===== src/rtl/ctrl_pkg.sv =====
// Shared types and constants for the multicycle RV32I control path.
// State encoding, opcodes and datapath select codes used by the controller and ALU decoder.
package ctrl_pkg;

  typedef enum logic [3:0] {
    StFetch    = 4'd0,
    StDecode   = 4'd1,
    StMemAdr   = 4'd2,
    StMemRead  = 4'd3,
    StMemWb    = 4'd4,
    StMemWrite = 4'd5,
    StExecuteR = 4'd6,
    StExecuteI = 4'd7,
    StAluWb    = 4'd8,
    StBeq      = 4'd9,
    StJal      = 4'd10,
    StTrap     = 4'd11
  } ctrl_state_t;

  localparam logic [6:0] OP_LW  = 7'b0000011;
  localparam logic [6:0] OP_SW  = 7'b0100011;
  localparam logic [6:0] OP_R   = 7'b0110011;
  localparam logic [6:0] OP_I   = 7'b0010011;
  localparam logic [6:0] OP_BEQ = 7'b1100011;
  localparam logic [6:0] OP_JAL = 7'b1101111;

  localparam logic [1:0] RESULT_ALUOUT = 2'b00;
  localparam logic [1:0] RESULT_DATA   = 2'b01;
  localparam logic [1:0] RESULT_ALURES = 2'b10;

  localparam logic [1:0] SRCA_PC    = 2'b00;
  localparam logic [1:0] SRCA_OLDPC = 2'b01;
  localparam logic [1:0] SRCA_RS1   = 2'b10;

  localparam logic [1:0] SRCB_RS2  = 2'b00;
  localparam logic [1:0] SRCB_IMM  = 2'b01;
  localparam logic [1:0] SRCB_FOUR = 2'b10;

  localparam logic [1:0] ALUOP_ADD   = 2'b00;
  localparam logic [1:0] ALUOP_SUB   = 2'b01;
  localparam logic [1:0] ALUOP_FUNCT = 2'b10;

endpackage


===== src/rtl/instret_counter.sv =====
// Retired-instruction counter: increments on each retire pulse, wraps modulo 2^WIDTH.
module instret_counter #(
  parameter int unsigned WIDTH = 32
) (
  input  logic             clk,
  input  logic             reset,
  input  logic             inc,
  output logic [WIDTH-1:0] count
);

  logic [WIDTH-1:0] count_q, count_d;

  always_comb begin
    count_d = count_q;
    if (inc) count_d = count_q + WIDTH'(1);
  end

  always_ff @(posedge clk or posedge reset) begin
    if (reset) count_q <= '0;
    else       count_q <= count_d;
  end

  assign count = count_q;

endmodule


===== src/rtl/multicycle_controller.sv =====
// Main control FSM of the multicycle RV32I core: sequences fetch/decode/execute over the
// shared datapath, drives mux selects and write enables, counts retirements, traps on bad opcodes.
module multicycle_controller
  import ctrl_pkg::*;
#(
  parameter int unsigned INSTRET_W = 32
) (
  input  logic                 clk,
  input  logic                 reset,
  input  logic [6:0]           opcode,
  input  logic                 zero,
  input  logic                 mem_ready,
  output logic                 adr_src,
  output logic                 ir_write,
  output logic                 pc_write,
  output logic                 reg_write,
  output logic                 mem_write,
  output logic [1:0]           result_src,
  output logic [1:0]           alu_src_a,
  output logic [1:0]           alu_src_b,
  output logic [1:0]           alu_op,
  output logic                 retire,
  output logic [INSTRET_W-1:0] instret,
  output logic                 illegal
);

  ctrl_state_t state_q, state_d;

  logic pc_update, branch;
  logic ir_write_s, reg_write_s, mem_write_s, retire_s;

  always_ff @(posedge clk or posedge reset) begin
    if (reset) state_q <= StFetch;
    else       state_q <= state_d;
  end

  always_comb begin
    state_d = state_q;
    case (state_q)
      StFetch:    if (mem_ready) state_d = StDecode;
      StDecode: begin
        case (opcode)
          OP_LW, OP_SW: state_d = StMemAdr;
          OP_R:         state_d = StExecuteR;
          OP_I:         state_d = StExecuteI;
          OP_BEQ:       state_d = StBeq;
          OP_JAL:       state_d = StJal;
          default:      state_d = StTrap;
        endcase
      end
      StMemAdr:   state_d = (opcode == OP_SW) ? StMemWrite : StMemRead;
      StMemRead:  if (mem_ready) state_d = StMemWb;
      StMemWrite: if (mem_ready) state_d = StFetch;
      StExecuteR: state_d = StAluWb;
      StExecuteI: state_d = StAluWb;
      StJal:      state_d = StAluWb;
      StMemWb:    state_d = StFetch;
      StAluWb:    state_d = StFetch;
      StBeq:      state_d = StFetch;
      StTrap:     state_d = StTrap;
      default:    state_d = StTrap;
    endcase
  end

  always_comb begin
    adr_src     = 1'b0;
    ir_write_s  = 1'b0;
    pc_update   = 1'b0;
    branch      = 1'b0;
    reg_write_s = 1'b0;
    mem_write_s = 1'b0;
    result_src  = RESULT_ALUOUT;
    alu_src_a   = SRCA_PC;
    alu_src_b   = SRCB_RS2;
    alu_op      = ALUOP_ADD;
    retire_s    = 1'b0;
    illegal     = 1'b0;
    case (state_q)
      StFetch: begin
        alu_src_b  = SRCB_FOUR;
        result_src = RESULT_ALURES;
        ir_write_s = mem_ready;
        pc_update  = mem_ready;
      end
      // Speculatively compute the branch target into ALUOut.
      StDecode: begin
        alu_src_a = SRCA_OLDPC;
        alu_src_b = SRCB_IMM;
      end
      StMemAdr: begin
        alu_src_a = SRCA_RS1;
        alu_src_b = SRCB_IMM;
      end
      StMemRead: adr_src = 1'b1;
      StMemWrite: begin
        adr_src     = 1'b1;
        mem_write_s = 1'b1;
        retire_s    = mem_ready;
      end
      StMemWb: begin
        result_src  = RESULT_DATA;
        reg_write_s = 1'b1;
        retire_s    = 1'b1;
      end
      StExecuteR: begin
        alu_src_a = SRCA_RS1;
        alu_op    = ALUOP_FUNCT;
      end
      StExecuteI: begin
        alu_src_a = SRCA_RS1;
        alu_src_b = SRCB_IMM;
        alu_op    = ALUOP_FUNCT;
      end
      StAluWb: begin
        reg_write_s = 1'b1;
        retire_s    = 1'b1;
      end
      StBeq: begin
        alu_src_a = SRCA_RS1;
        alu_op    = ALUOP_SUB;
        branch    = 1'b1;
        retire_s  = 1'b1;
      end
      StJal: begin
        alu_src_a = SRCA_OLDPC;
        alu_src_b = SRCB_FOUR;
        pc_update = 1'b1;
      end
      StTrap:  illegal = 1'b1;
      default: illegal = 1'b1;
    endcase
  end

  // State already resets to FETCH, whose enables follow mem_ready; mask them during reset.
  assign ir_write  = ir_write_s & ~reset;
  assign pc_write  = (pc_update | (branch & zero)) & ~reset;
  assign reg_write = reg_write_s & ~reset;
  assign mem_write = mem_write_s & ~reset;
  assign retire    = retire_s & ~reset;

  instret_counter #(
    .WIDTH(INSTRET_W)
  ) u_instret_counter (
    .clk   (clk),
    .reset (reset),
    .inc   (retire),
    .count (instret)
  );

endmodule


===== config.mk =====
export PLATFORM = sky130hd
export DESIGN_NAME = multicycle_controller
export DESIGN_NICKNAME = d
export VERILOG_FILES = /design/src/rtl/ctrl_pkg.sv /design/src/rtl/instret_counter.sv /design/src/rtl/multicycle_controller.sv
export SDC_FILE = /design/constraint.sdc
export NUM_CORES = 1
export LEC_CHECK = 0
export ABC_CLOCK_PERIOD_IN_PS = 4000
export BUFFER_PORTS_ARGS = -buffer_cell sky130_fd_sc_hd__buf_4
export CAP_MARGIN = 20
export CORE_MARGIN = 2
export CORE_UTILIZATION = 56
export CTS_CLUSTER_DIAMETER = 30
export DETAILED_ROUTE_END_ITERATION = 8
export PLACE_DENSITY = 0.85
export SLEW_MARGIN = 10
export SYNTH_ARGS = -nofsm -noshare
export SYNTH_HDL_FRONTEND = slang
export SYNTH_SLANG_ARGS = --single-unit

===== constraint.sdc =====
create_clock -name clk -period 4 [get_ports clk]
set_clock_uncertainty 0.2 [all_clocks]
set_input_delay 0.8 -clock clk [delete_from_list [all_inputs] [get_ports clk]]
set_output_delay 0.8 -clock clk [all_outputs]
set_load 0.02 [all_outputs]

# After elaboration in Yosys (flattened, before gate mapping)
# Cells that the tools add are included.
# op_classes
n_addsub	1
eq_ne	19
n_mux	18
bitwise	8
reduce_logical	13
# ops
cell	n
adder 32 x 1 -> 32 bit (second input constant)	1
one-hot mux 4 bit (7 select lines)	1
one-hot mux 4 bit (5 select lines)	1
equality test 4 x 3 -> 1 bit (second input constant)	4
one-hot mux 2 bit (2 select lines)	4
equality test 7 x 6 -> 1 bit (second input constant)	2
equality test 7 bit (second input constant)	2
equality test 4 bit (second input constant)	3
2-to-1 mux 4 bit	3
OR reduction 2 bit	6
OR reduction 11 bit	1
OR reduction 3 bit	3
equality test 4 x 2 -> 1 bit (second input constant)	2
equality test 7 x 2 -> 1 bit (second input constant)	1
equality test 7 x 5 -> 1 bit (second input constant)	1
AND 1 bit	6
2-to-1 mux 1 bit	6
!= test 2 bit (second input constant)	3
equality test 4 x 1 -> 1 bit (second input constant)	1
logical NOT 4 bit	1
one-hot mux 1 bit (2 select lines)	2
OR reduction 4 bit	1
2-to-1 mux 3 bit	1
AND reduction 3 bit	1
2 further kinds	2
# word_totals
register_bits	36
output_inout_bits	47

# Longest topological paths before layout
# Gate-level depths: netlist of run 1.
# depth
word_depth	5
mapped_depth	7

# By module
# A second synthesis of run 1 with hierarchy kept.
# unflattened
hier_cells	209
area_unflattened_um2	2019.4
# by_module_without_submodules
module	instances	cells_per_inst	area_each_um2
instret_counter	1	126	1476.4
multicycle_controller	1	83	543.0

# Worst setup path before layout of run 1
# No wires, ideal clock.
# synth_path
kind	input port to output port
startpoint	input port reset
endpoint	output port ir_write
arrival_ns	1.969
setup_slack_ns	1.031
cell_stages	2
path_cell_list	inv_1 and3_1
# synth_between
elab_chain_len	2
# synth_lines
item	line_no	source
start, declared	multicycle_controller.sv:9	input logic reset,
NOT 1 bit	multicycle_controller.sv:135	assign ir_write = ir_write_s & ~reset;
AND 1 bit	multicycle_controller.sv:135	
end, declared	multicycle_controller.sv:14	output logic ir_write,
# No other way between the ends.

# Final worst setup path of run 1
# layout_path
startpoint	register state_q[2]
endpoint	output port retire
# layout_between
elab_chain_len	4
elab_cells_between_ends	7
# layout_lines
item	line_no	source
start, declared	multicycle_controller.sv:27	ctrl_state_t state_q, state_d;
start signal, assigned	multicycle_controller.sv:33	if (reset) state_q <= StFetch;
start signal, assigned	multicycle_controller.sv:34	else state_q <= state_d;
equality test 4 bit / equality test 4 x 3 -> 1 bit (equally long branches)	multicycle_controller.sv:78	case (state_q)
OR reduction 3 bit (no source line)	--	
one-hot mux 1 bit (2 select lines) (*)	multicycle_controller.sv:78	
AND 1 bit (*)	multicycle_controller.sv:139	assign retire = retire_s & ~reset;
end, declared	multicycle_controller.sv:22	output logic retire,
# Mark *: on every way between the ends. The rest lies on a longest branch, timed or not.

==> out/qor.yml, run 1 <==
status:
  status: "complete, no violations"
routing:
  avgRoutedWirePerCell_um: 13.7
  routed_wl_um: 4340
  vias: 1783
  drt_iter0_drc: 145
  ant_nets: 0
  drcViolationCount: 0
  drtPass1Iterations: 4
  viasPerCell: 5.62
setup_path:
  start_kind: "register"
  crit_required_ns: 3.00
  critical_path_buf_inv_count: 1
  regToRegStartpoint: "state_q[2]"
  cp_top_family: "flip-flops"
  worstSetupEndpointType: "output pin"
  worstReg2RegEnd: "u_instret_counter.count[25]"
  crit_chain: "nand2b_1 -> o21a_1 -> nor3_1 -> buf_4"
  reg2reg_depth: 5
  slowest_stage: "dfrtp_1"
  max_stage_delay_ns: 0.73
  critPathMaxFanout: 21
  r2r_slack_ns: 1.53
  cp.arrival_ns: 2.13
  critPathKind: "register to output pin"
clock_tree:
  htreeDepth: 2
  root_buffer: "clkbuf_4"
  clk_latency_ns: 0.33
  clock_sinks: 36
  cts_max_path_buffers: 2
  cts_tree: "done"
  cts.reportedPaths.clkPinSlew_ns: 0.11
  cts_resized: 0
  numCtsBuffers: 5
  postCtsSetupBuffers: 0
  cts.hold.buffers_added: 0
synthesis:
  yosysMostFrequentCell: "dfrtp_1"
  synth_top_area_cell: "dfrtp_1"
  synth_edf_count: 0
  avgSynthCellArea_um2: 9.40
  synth_nets: 226
  yosysTopAreaCellShare: 0.448
  synthTopCellsByCount: "dfrtp_1, nand2_1, nor2_1"
  synthCells: 214
  synth.area.top_cells: "dfrtp_1, xnor2_1, xor2_1, nand2_1, nor2_1"
  ys_seq_area_frac: 0.448
  yosys_warnings: 0
  yosys.cell_types.count: 42
  ys_ff_latch: 36
  async_reset_ff_frac: 1.00
  synthesis.area_mm2: 0.00201
  ys.flop_type: "dfrtp_1"
sta:
  drv_slew: 0
  fin_setup_tns_ns: 0
  hold_viol: 0
  slew_headroom: 0.547
  max_slew.worst_pin.slew_ns: 0.675
  finalSetupViolCount: 0
  period_minus_slack_ns: 3.13
  rsz0062_at_grt: "no"
  fin_crit_sh: 0.782
  max_freq_mhz: 320
global_route:
  grt_pass1_wl_um: 7330
  overflow: 0
  track_usage: 0.226
  grt_pass1_vias: 1589
  grt_max_degree: 37
  antenna_found_initial: 0
worst_hold_path:
  hp-class: "register to register"
  hp-start: "u_instret_counter.count[31]"
  hold-path-cell-count: 1
  min_to: "u_instret_counter.count[31]"
placement:
  hpwl_um: 3180
  gp_congestion: 0.825
  port_buffers: 57
floorplan:
  die_y_um: 63.9
  core_area_mm2: 0.00339
  die_area_mm2: 0.00409
  die_w_um: 63.9
  ios: 58
  initial_core_util: 0.594
  fp-row-count: 21
run:
  drv_cap: 0
layout:
  diodes: 0
  area_growth_pct: 25.2
  fill_cells: 260
  nNetsFinal: 282
  fin_util: 0.743
  drive_above_1_share: 0.262
power:
  power_density_mw_per_mm2: 500
  p_leak_nw: 1.24
  peakVddDrop_uv: 317
cells by family after synthesis:
family,after synthesis,share of synthesized area
adders and majority gates,1,0.00622
and+or+nand+nor,107,0.292
buffers and inverters,14,0.0323
xor gates and xnor gates,32,0.139
muxes,2,0.0106
DFF,36,0.448
AOI/OAI and AO/OA,22,0.0721
per-stage QoR:
step	total power [mW]	cell area [um^2]	std cells	setup WS, ns	hold slack [ns]
global placement	1.06	2460	309	1.17	0.261
detailed placement	1.07	2460	309	1.11	0.263
CTS	1.27	2520	317	0.865	0.283
global route	1.35	2520	317	0.664	0.295
floorplan	0.879	2010	214	1.03	0.378
finish	1.26	2520	317	0.873	0.284
how the worst max path moves through the flow:
stage                     from       end  slack [ns]  depth (start not counted)
floorplan                reset  ir_write        1.03                          2
global placement     mem_ready    retire        1.17                          5
detailed placement   mem_ready    retire        1.11                          5
CTS                 state_q[2]    retire        0.87                          4
global route        state_q[2]    retire        0.66                          4
finish              state_q[2]    retire        0.87                          4
flip-flops by register name (all words and copies together) (netlist names):
register	count
u_instret_counter.count	32
state_q	4
power by group:
group          switching [mW]  internal (mW)
clock network           0.118         0.0836
logic                   0.295          0.247
registers               0.111          0.405
total                   0.524          0.736
worst reg2reg max path, cell delays in order (launching register included):
cell and delay, ns:
dfrtp_1 0.73, nand2b_1 0.15, o21a_1 0.26, or3b_1 0.58, nor3_1 0.28, xor2_1 0.20
layout by cell type (no fill, tap or decap), types with 8 or more instances in the layout:
cell / netlist / routed
buf_4: 1 / 58
nor2_1: 21 / 21
nand2_1: 23 / 23
dfrtp_1: 36 / 36
nand3_1: 8 / 8
nor3_1: 11 / 11
xnor2_1: 19 / 19
nand4_1: 12 / 12
xor2_1: 13 / 13
layout make-up:
| cell class | count | area (um^2) | area share |
|---|---|---|---|
| clock inverters | 2 | 10.0 | 0.00397 |
| flip-flops and latches | 36 | 901 | 0.357 |
| clock buffers | 6 | 51.3 | 0.0204 |
| repair buffers | 58 | 435 | 0.173 |
| multi-input cells | 164 | 1050 | 0.415 |
| well taps | 46 | 57.6 | 0.0228 |
| inverters | 5 | 18.8 | 0.00745 |
per-layer routing:
metal  routed length [um]  vias to the layer above  track usage
met5                    0                        -            0
met1                 1970                      863        0.321
li1                     -                      858            -
met4                   17                        0       0.0625
met3                  256                        2       0.0651
met2                 2100                       60        0.339
(Power assumes the default switching activity.)
==> run 2: changes to the inputs <==
--- a/config.mk
+++ b/config.mk
@@ -5,14 +5,15 @@
 export SDC_FILE = /design/constraint.sdc
 export NUM_CORES = 1
 export LEC_CHECK = 0
-export ABC_CLOCK_PERIOD_IN_PS = 4000
+export ABC_AREA = 1
+export ABC_CLOCK_PERIOD_IN_PS = 2900
 export BUFFER_PORTS_ARGS = -buffer_cell sky130_fd_sc_hd__buf_4
 export CAP_MARGIN = 20
 export CORE_MARGIN = 2
-export CORE_UTILIZATION = 56
+export CORE_UTILIZATION = 54
 export CTS_CLUSTER_DIAMETER = 30
 export DETAILED_ROUTE_END_ITERATION = 8
-export PLACE_DENSITY = 0.85
+export PLACE_DENSITY = 0.81
 export SLEW_MARGIN = 10
 export SYNTH_ARGS = -nofsm -noshare
 export SYNTH_HDL_FRONTEND = slang
==> constraint.sdc (replaced) <==
create_clock -name clk -period 2.9 [get_ports clk]
set_clock_uncertainty 0.2 [all_clocks]
set_input_delay 0.58 -clock clk [delete_from_list [all_inputs] [get_ports clk]]
set_output_delay 0.58 -clock clk [all_outputs]
set_load 0.02 [all_outputs]
==> run 2 against run 1 <==
  * Die area is 20% higher
  * Clock power is 93% higher
  * Cell count is 47% higher
  * Highest routed layer unchanged
  * Critical path depth is 2 higher
  * Total power is 27% lower
  * Critical path type unchanged
==> out/qor.yml, run 2 <==
clock_tree:
  root_buffer: "clkbuf_8"
  cts.hold.buffers_added: 0
  clk_latency_ns: 0.29
  cts_resized: 0
  numCtsBuffers: 5
  clock_sinks: 36
  cts.reportedPaths.clkPinSlew_ns: 0.08
  cts_max_path_buffers: 2
  cts_tree: "done"
  htreeDepth: 2
  postCtsSetupBuffers: 0
floorplan:
  ios: 58
  die_y_um: 70.2
  die_area_mm2: 0.00492
  fp-row-count: 24
  core_area_mm2: 0.00429
  initial_core_util: 0.551
  die_w_um: 70.2
setup_path:
  slowest_stage: "dfrtp_1"
  crit_required_ns: 2.12
  critical_path_buf_inv_count: 3
  crit_cells: 6
  worstReg2RegEnd: "u_instret_counter.count[13]"
  r2r_slack_ns: 0.78
  cp.arrival_ns: 1.61
  critPathKind: "register to output pin"
  reg2reg_depth: 8
  worstSetupEndpointType: "output pin"
  crit_chain: "inv_2 -> nand2_4 -> nor2_1 -> inv_1 -> o211ai_1 -> buf_4"
  critPathMaxFanout: 6
  regToRegStartpoint: "state_q[1]"
  start_kind: "register"
  max_stage_delay_ns: 0.43
  cp_top_family: "flip-flops"
layout:
  fin_util: 0.682
  finalInstanceArea_mm2: 0.00293
  drive_above_1_share: 0.196
  layout_common_cells: "nand2_1, buf_4, inv_1"
  area_growth_pct: 23.9
  mostFrequentLayoutCell: "nand2_1"
  seq_area_um2: 901
  multiInputGateArea_mm2: 0.00121
  fill_cells: 380
  diodes: 0
  nNetsFinal: 425
  largest_reg_flops: 32
sta:
  fin_setup_tns_ns: 0
  period_minus_slack_ns: 2.39
  slew_headroom: 0.700
  finalSetupViolCount: 0
  max_slew.worst_pin.slew_ns: 0.447
  hold_viol: 0
  whs_ns: 0.230
  max_freq_mhz: 418
  rsz0062_at_grt: "no"
  fin_crit_sh: 0.825
  drv_slew: 0
global_route:
  grt_pass1_wl_um: 9560
  grt_pass1_vias: 2224
  grt_max_degree: 39
  antenna_found_initial: 0
  track_usage: 0.238
  overflow: 0
synthesis:
  ys_seq_area_frac: 0.381
  yosys.cell_types.count: 25
  synthTopCellsByCount: "nand2_1, inv_1, nor2_1"
  synth_nets: 363
  yosys_warnings: 0
  yosysTopAreaCellShare: 0.381
  ys_ff_latch: 36
  avgSynthCellArea_um2: 6.74
  ys.flop_type: "dfrtp_1"
  synthesis.area_mm2: 0.00236
  synth.area.top_cells: "dfrtp_1, nand2_1, inv_1, nor2_1, nand3_1"
  async_reset_ff_frac: 1.00
  synth_top_area_cell: "dfrtp_1"
  synth_edf_count: 0
  yosysMostFrequentCell: "nand2_1"
  synthCells: 351
routing:
  avgRoutedWirePerCell_um: 11.8
  drcViolationCount: 0
  viasPerCell: 5.07
  drt_iter0_drc: 146
  ant_nets: 0
  routed_wl_um: 5480
  vias: 2359
  drtPass1Iterations: 4
power:
  power_uw: 925
  power_density_mw_per_mm2: 316
  p_leak_nw: 1.49
  peakVddDrop_uv: 203
placement:
  hpwl_um: 4250
  postPlaceCellArea_mm2: 0.00283
  gp_congestion: 0.900
  port_buffers: 57
worst_hold_path:
  hp-class: "input pin to async pin"
status:
  status: "complete, no violations"
run:
  drv_cap: 0
## run 2: changes by cell type after synthesis, sizes merged, moves of 6 or more
cell	previous run	this run
and3	6	0
inv	5	55
nand3	8	30
nand2	23	123
nor2	21	53
xor2	13	2
## run 2: power breakdown
group	switching [mW]	internal (mW)
sequential	0	0.502
clock	0.178	0.212
combinational	0.0207	0.0130
## run 2: layout make-up
class	count	share of cell area
clock buffers	7	0.0329
inverters	55	0.0705
multi-input cells	255	0.413
flip-flops and latches	36	0.307
well taps	52	0.0222
repair buffers	60	0.154
## run 2: worst max-delay path by stage
stage | startpoint | to | slack [ns]
after floorplan | reset | retire | 0.14
after global placement | mem_ready | retire | 0.73
after detailed placement | mem_ready | retire | 0.72
after CTS | state_q[1] | alu_src_b[0] | 0.51
after global routing | state_q[1] | alu_src_b[0] | 0.39
final | state_q[1] | alu_src_b[0] | 0.51
## run 2: worst register-to-register path, stage by stage, from the launching register on
cell and delay [ns]:
dfrtp_1 0.43, inv_2 0.12, nand2_4 0.07, nor2_1 0.17, nand2_1 0.11, nand3_2 0.23
buf_4 0.39, nand2_1 0.14, xnor2_1 0.15
## run 2: metal layers
| metal | part of all wire | global-route usage |
|---|---|---|
| met3 | 0.036 | 0.0332 |
| met1 | 0.47 | 0.310 |
| met4 | 0.012 | 0.0726 |
| met2 | 0.48 | 0.413 |
| met5 | 0 | 0 |
## run 2: logic make-up after synthesis
family | count (synthesis) | synth area share
AO/OA/AOI/OAI | 7 | 0.0196
XOR/XNOR | 16 | 0.0593
adder cells (fa/ha/maj) | 1 | 0.00529
buffers and inverters | 60 | 0.107
flip-flops | 36 | 0.381
AND/OR/NAND/NOR | 231 | 0.428
## run 2: through the flow
step | setup slack, ns | std cells
after floorplan | 0.142 | 351
after global placement | 0.731 | 458
after detailed placement | 0.718 | 458
after CTS | 0.506 | 465
after global routing | 0.395 | 465
final | 0.506 | 465
==> run 3: changes to the inputs <==
--- a/config.mk
+++ b/config.mk
@@ -6,7 +6,7 @@
 export NUM_CORES = 1
 export LEC_CHECK = 0
 export ABC_AREA = 1
-export ABC_CLOCK_PERIOD_IN_PS = 2900
+export ABC_CLOCK_PERIOD_IN_PS = 2440
 export BUFFER_PORTS_ARGS = -buffer_cell sky130_fd_sc_hd__buf_4
 export CAP_MARGIN = 20
 export CORE_MARGIN = 2
==> constraint.sdc (replaced) <==
create_clock -name clk -period 2.44 [get_ports clk]
set_clock_uncertainty 0.2 [all_clocks]
set_input_delay 0.488 -clock clk [delete_from_list [all_inputs] [get_ports clk]]
set_output_delay 0.488 -clock clk [all_outputs]
set_load 0.02 [all_outputs]
==> run 3 against run 2 <==
  * Global-route usage down 0.43 points
  * Total power is 24% higher
  * Clock power is 32% higher
  * Largest cell class unchanged
  * Critical path depth unchanged
  * Sequential share of layout area fell by 0.26 points
  * Clock-buffer cell count is 1 lower
  * Non-clock buffer count is 1 higher
  * Sequential power is 19% higher
  * Routed wire length down 1.8%
==> out/qor.yml, run 3 (synthesized netlist as in run 2, its figures left out) <==
routing:
  viasPerCell: 5.07
  ant_nets: 0
  avgRoutedWirePerCell_um: 11.5
  drcViolationCount: 0
  routed_wl_um: 5380
  vias: 2368
  drtPass1Iterations: 4
  drt_iter0_drc: 201
floorplan:
  initial_core_util: 0.551
  die_y_um: 70.2
  ios: 58
  die_w_um: 70.2
  fp-row-count: 24
  core_area_mm2: 0.00429
  die_area_mm2: 0.00492
global_route:
  grt-busiest-layer: "met2"
  overflow: 0
  grt_pass1_wl_um: 9390
  antenna_found_initial: 0
  grt_pass1_vias: 2191
  grt_util_met3: 0.0418
  grt_use_met1: 0.308
  met2_usage: 0.392
  track_usage: 0.234
  grt_max_degree: 29
sta:
  fin_ws_ns: 0.111
  fin_setup_tns_ns: 0
  rsz0062_at_grt: "no"
  period_minus_slack_ns: 2.33
  fin_crit_sh: 0.954
  max_slew.worst_pin.slew_ns: 0.481
  slew_headroom: 0.677
  drv_slew: 0
  finalSetupViolCount: 0
  max_freq_mhz: 429
  hold_viol: 0
clock_tree:
  cts_resized: 0
  clock_sinks: 36
  postCtsSetupBuffers: 0
  htreeDepth: 2
  cts.reportedPaths.clkPinSlew_ns: 0.08
  cts_tree: "done"
  numCtsBuffers: 5
  clk_latency_ns: 0.29
  root_buffer: "clkbuf_8"
  cts_max_path_buffers: 2
run:
  drv_cap: 0
power:
  peakVddDrop_uv: 243
  power_mw: 1.15
  p_leak_nw: 1.50
  power_density_mw_per_mm2: 389
status:
  status: "complete, no violations"
layout:
  largest_reg_flops: 32
  area_growth_pct: 25.0
  diodes: 0
  multiInputGateArea_mm2: 0.00121
  layout_common_cells: "nand2_1, buf_4, inv_1"
  fin_util: 0.688
  mostFrequentLayoutCell: "nand2_1"
  fill_cells: 374
  drive_above_1_share: 0.198
  nNetsFinal: 426
  seq_area_um2: 901
setup_path:
  start_kind: "register"
  worstSetupEndpointType: "output pin"
  cp.arrival_ns: 1.64
  critPathKind: "register to output pin"
  crit_required_ns: 1.75
  critPathMaxFanout: 6
worst_hold_path:
  hp-class: "input pin to async pin"
placement:
  pre_cts_ws_ns: 0.417
  port_buffers: 57
  gp_congestion: 0.955
  hpwl_um: 4210
[run 3: cell type report]
| type | instances | share of cell area |
|---|---|---|
| Clock buffer | 6 | 0.0246 |
| Clock inverter | 2 | 0.0119 |
| Inverter | 55 | 0.0711 |
| Multi-Input combinational cell | 255 | 0.410 |
| Sequential cell | 36 | 0.305 |
| Tap cell | 52 | 0.0220 |
| Timing Repair Buffer | 61 | 0.156 |
[run 3: layer usage]
layer | up-vias | wire [um]
met5 | - | 0
met4 | 0 | 95
met3 | 9 | 241
met2 | 62 | 2570
met1 | 1083 | 2470
li1 | 1214 | -
[run 3: worst max-delay path, cell delays in order, from the launching register on]
cell	delay, ns
dfrtp_1	0.44
inv_2	0.13
nand2_4	0.07
nor2_1	0.33
inv_1	0.12
o211ai_1	0.11
buf_4	0.17
[run 3: path summary, 6_finish.rpt]
| path | from | endpoint | slack [ns] | cells after the start |
|---|---|---|---|---|
| setup / recovery | state_q[1] | alu_src_b[0] | 0.11 | 6 |
| hold / removal | reset | u_instret_counter.count[9] | 0.17 | 3 |
| setup reg to reg | state_q[1] | u_instret_counter.count[6] | 0.56 | 8 |
| hold reg to reg | u_instret_counter.count[31] | u_instret_counter.count[31] | 0.31 | 2 |
| max in group asynchronous | reset | u_instret_counter.count[5] | 1.18 | 3 |
| min in group clk | mem_ready | state_q[1] | 0.28 | 2 |
[run 3: through the flow]
stage	std cells	hold slack, ns	area, um^2
after detailed placement	458	0.266	2840
after floorplan	351	0.254	2370
after CTS	467	0.188	2960
final	467	0.166	2960
after global placement	458	0.258	2840
after global routing	467	0.207	2960
[run 3: where the power goes]
part           internal (mW)  switching, mW  leakage (nW)
clock                  0.303          0.211        0.0552
combinational         0.0157         0.0246         0.974
sequential             0.596              0         0.467
total                  0.915          0.235          1.50
[run 3: repair_timing]
| action | 4_1_cts | 5_1_grt |
|---|---|---|
| endpoints found under the hold margin | 8 | 0 |
| endpoints found under the setup margin | 0 | 0 |
| hold buffers | 1 | 0 |
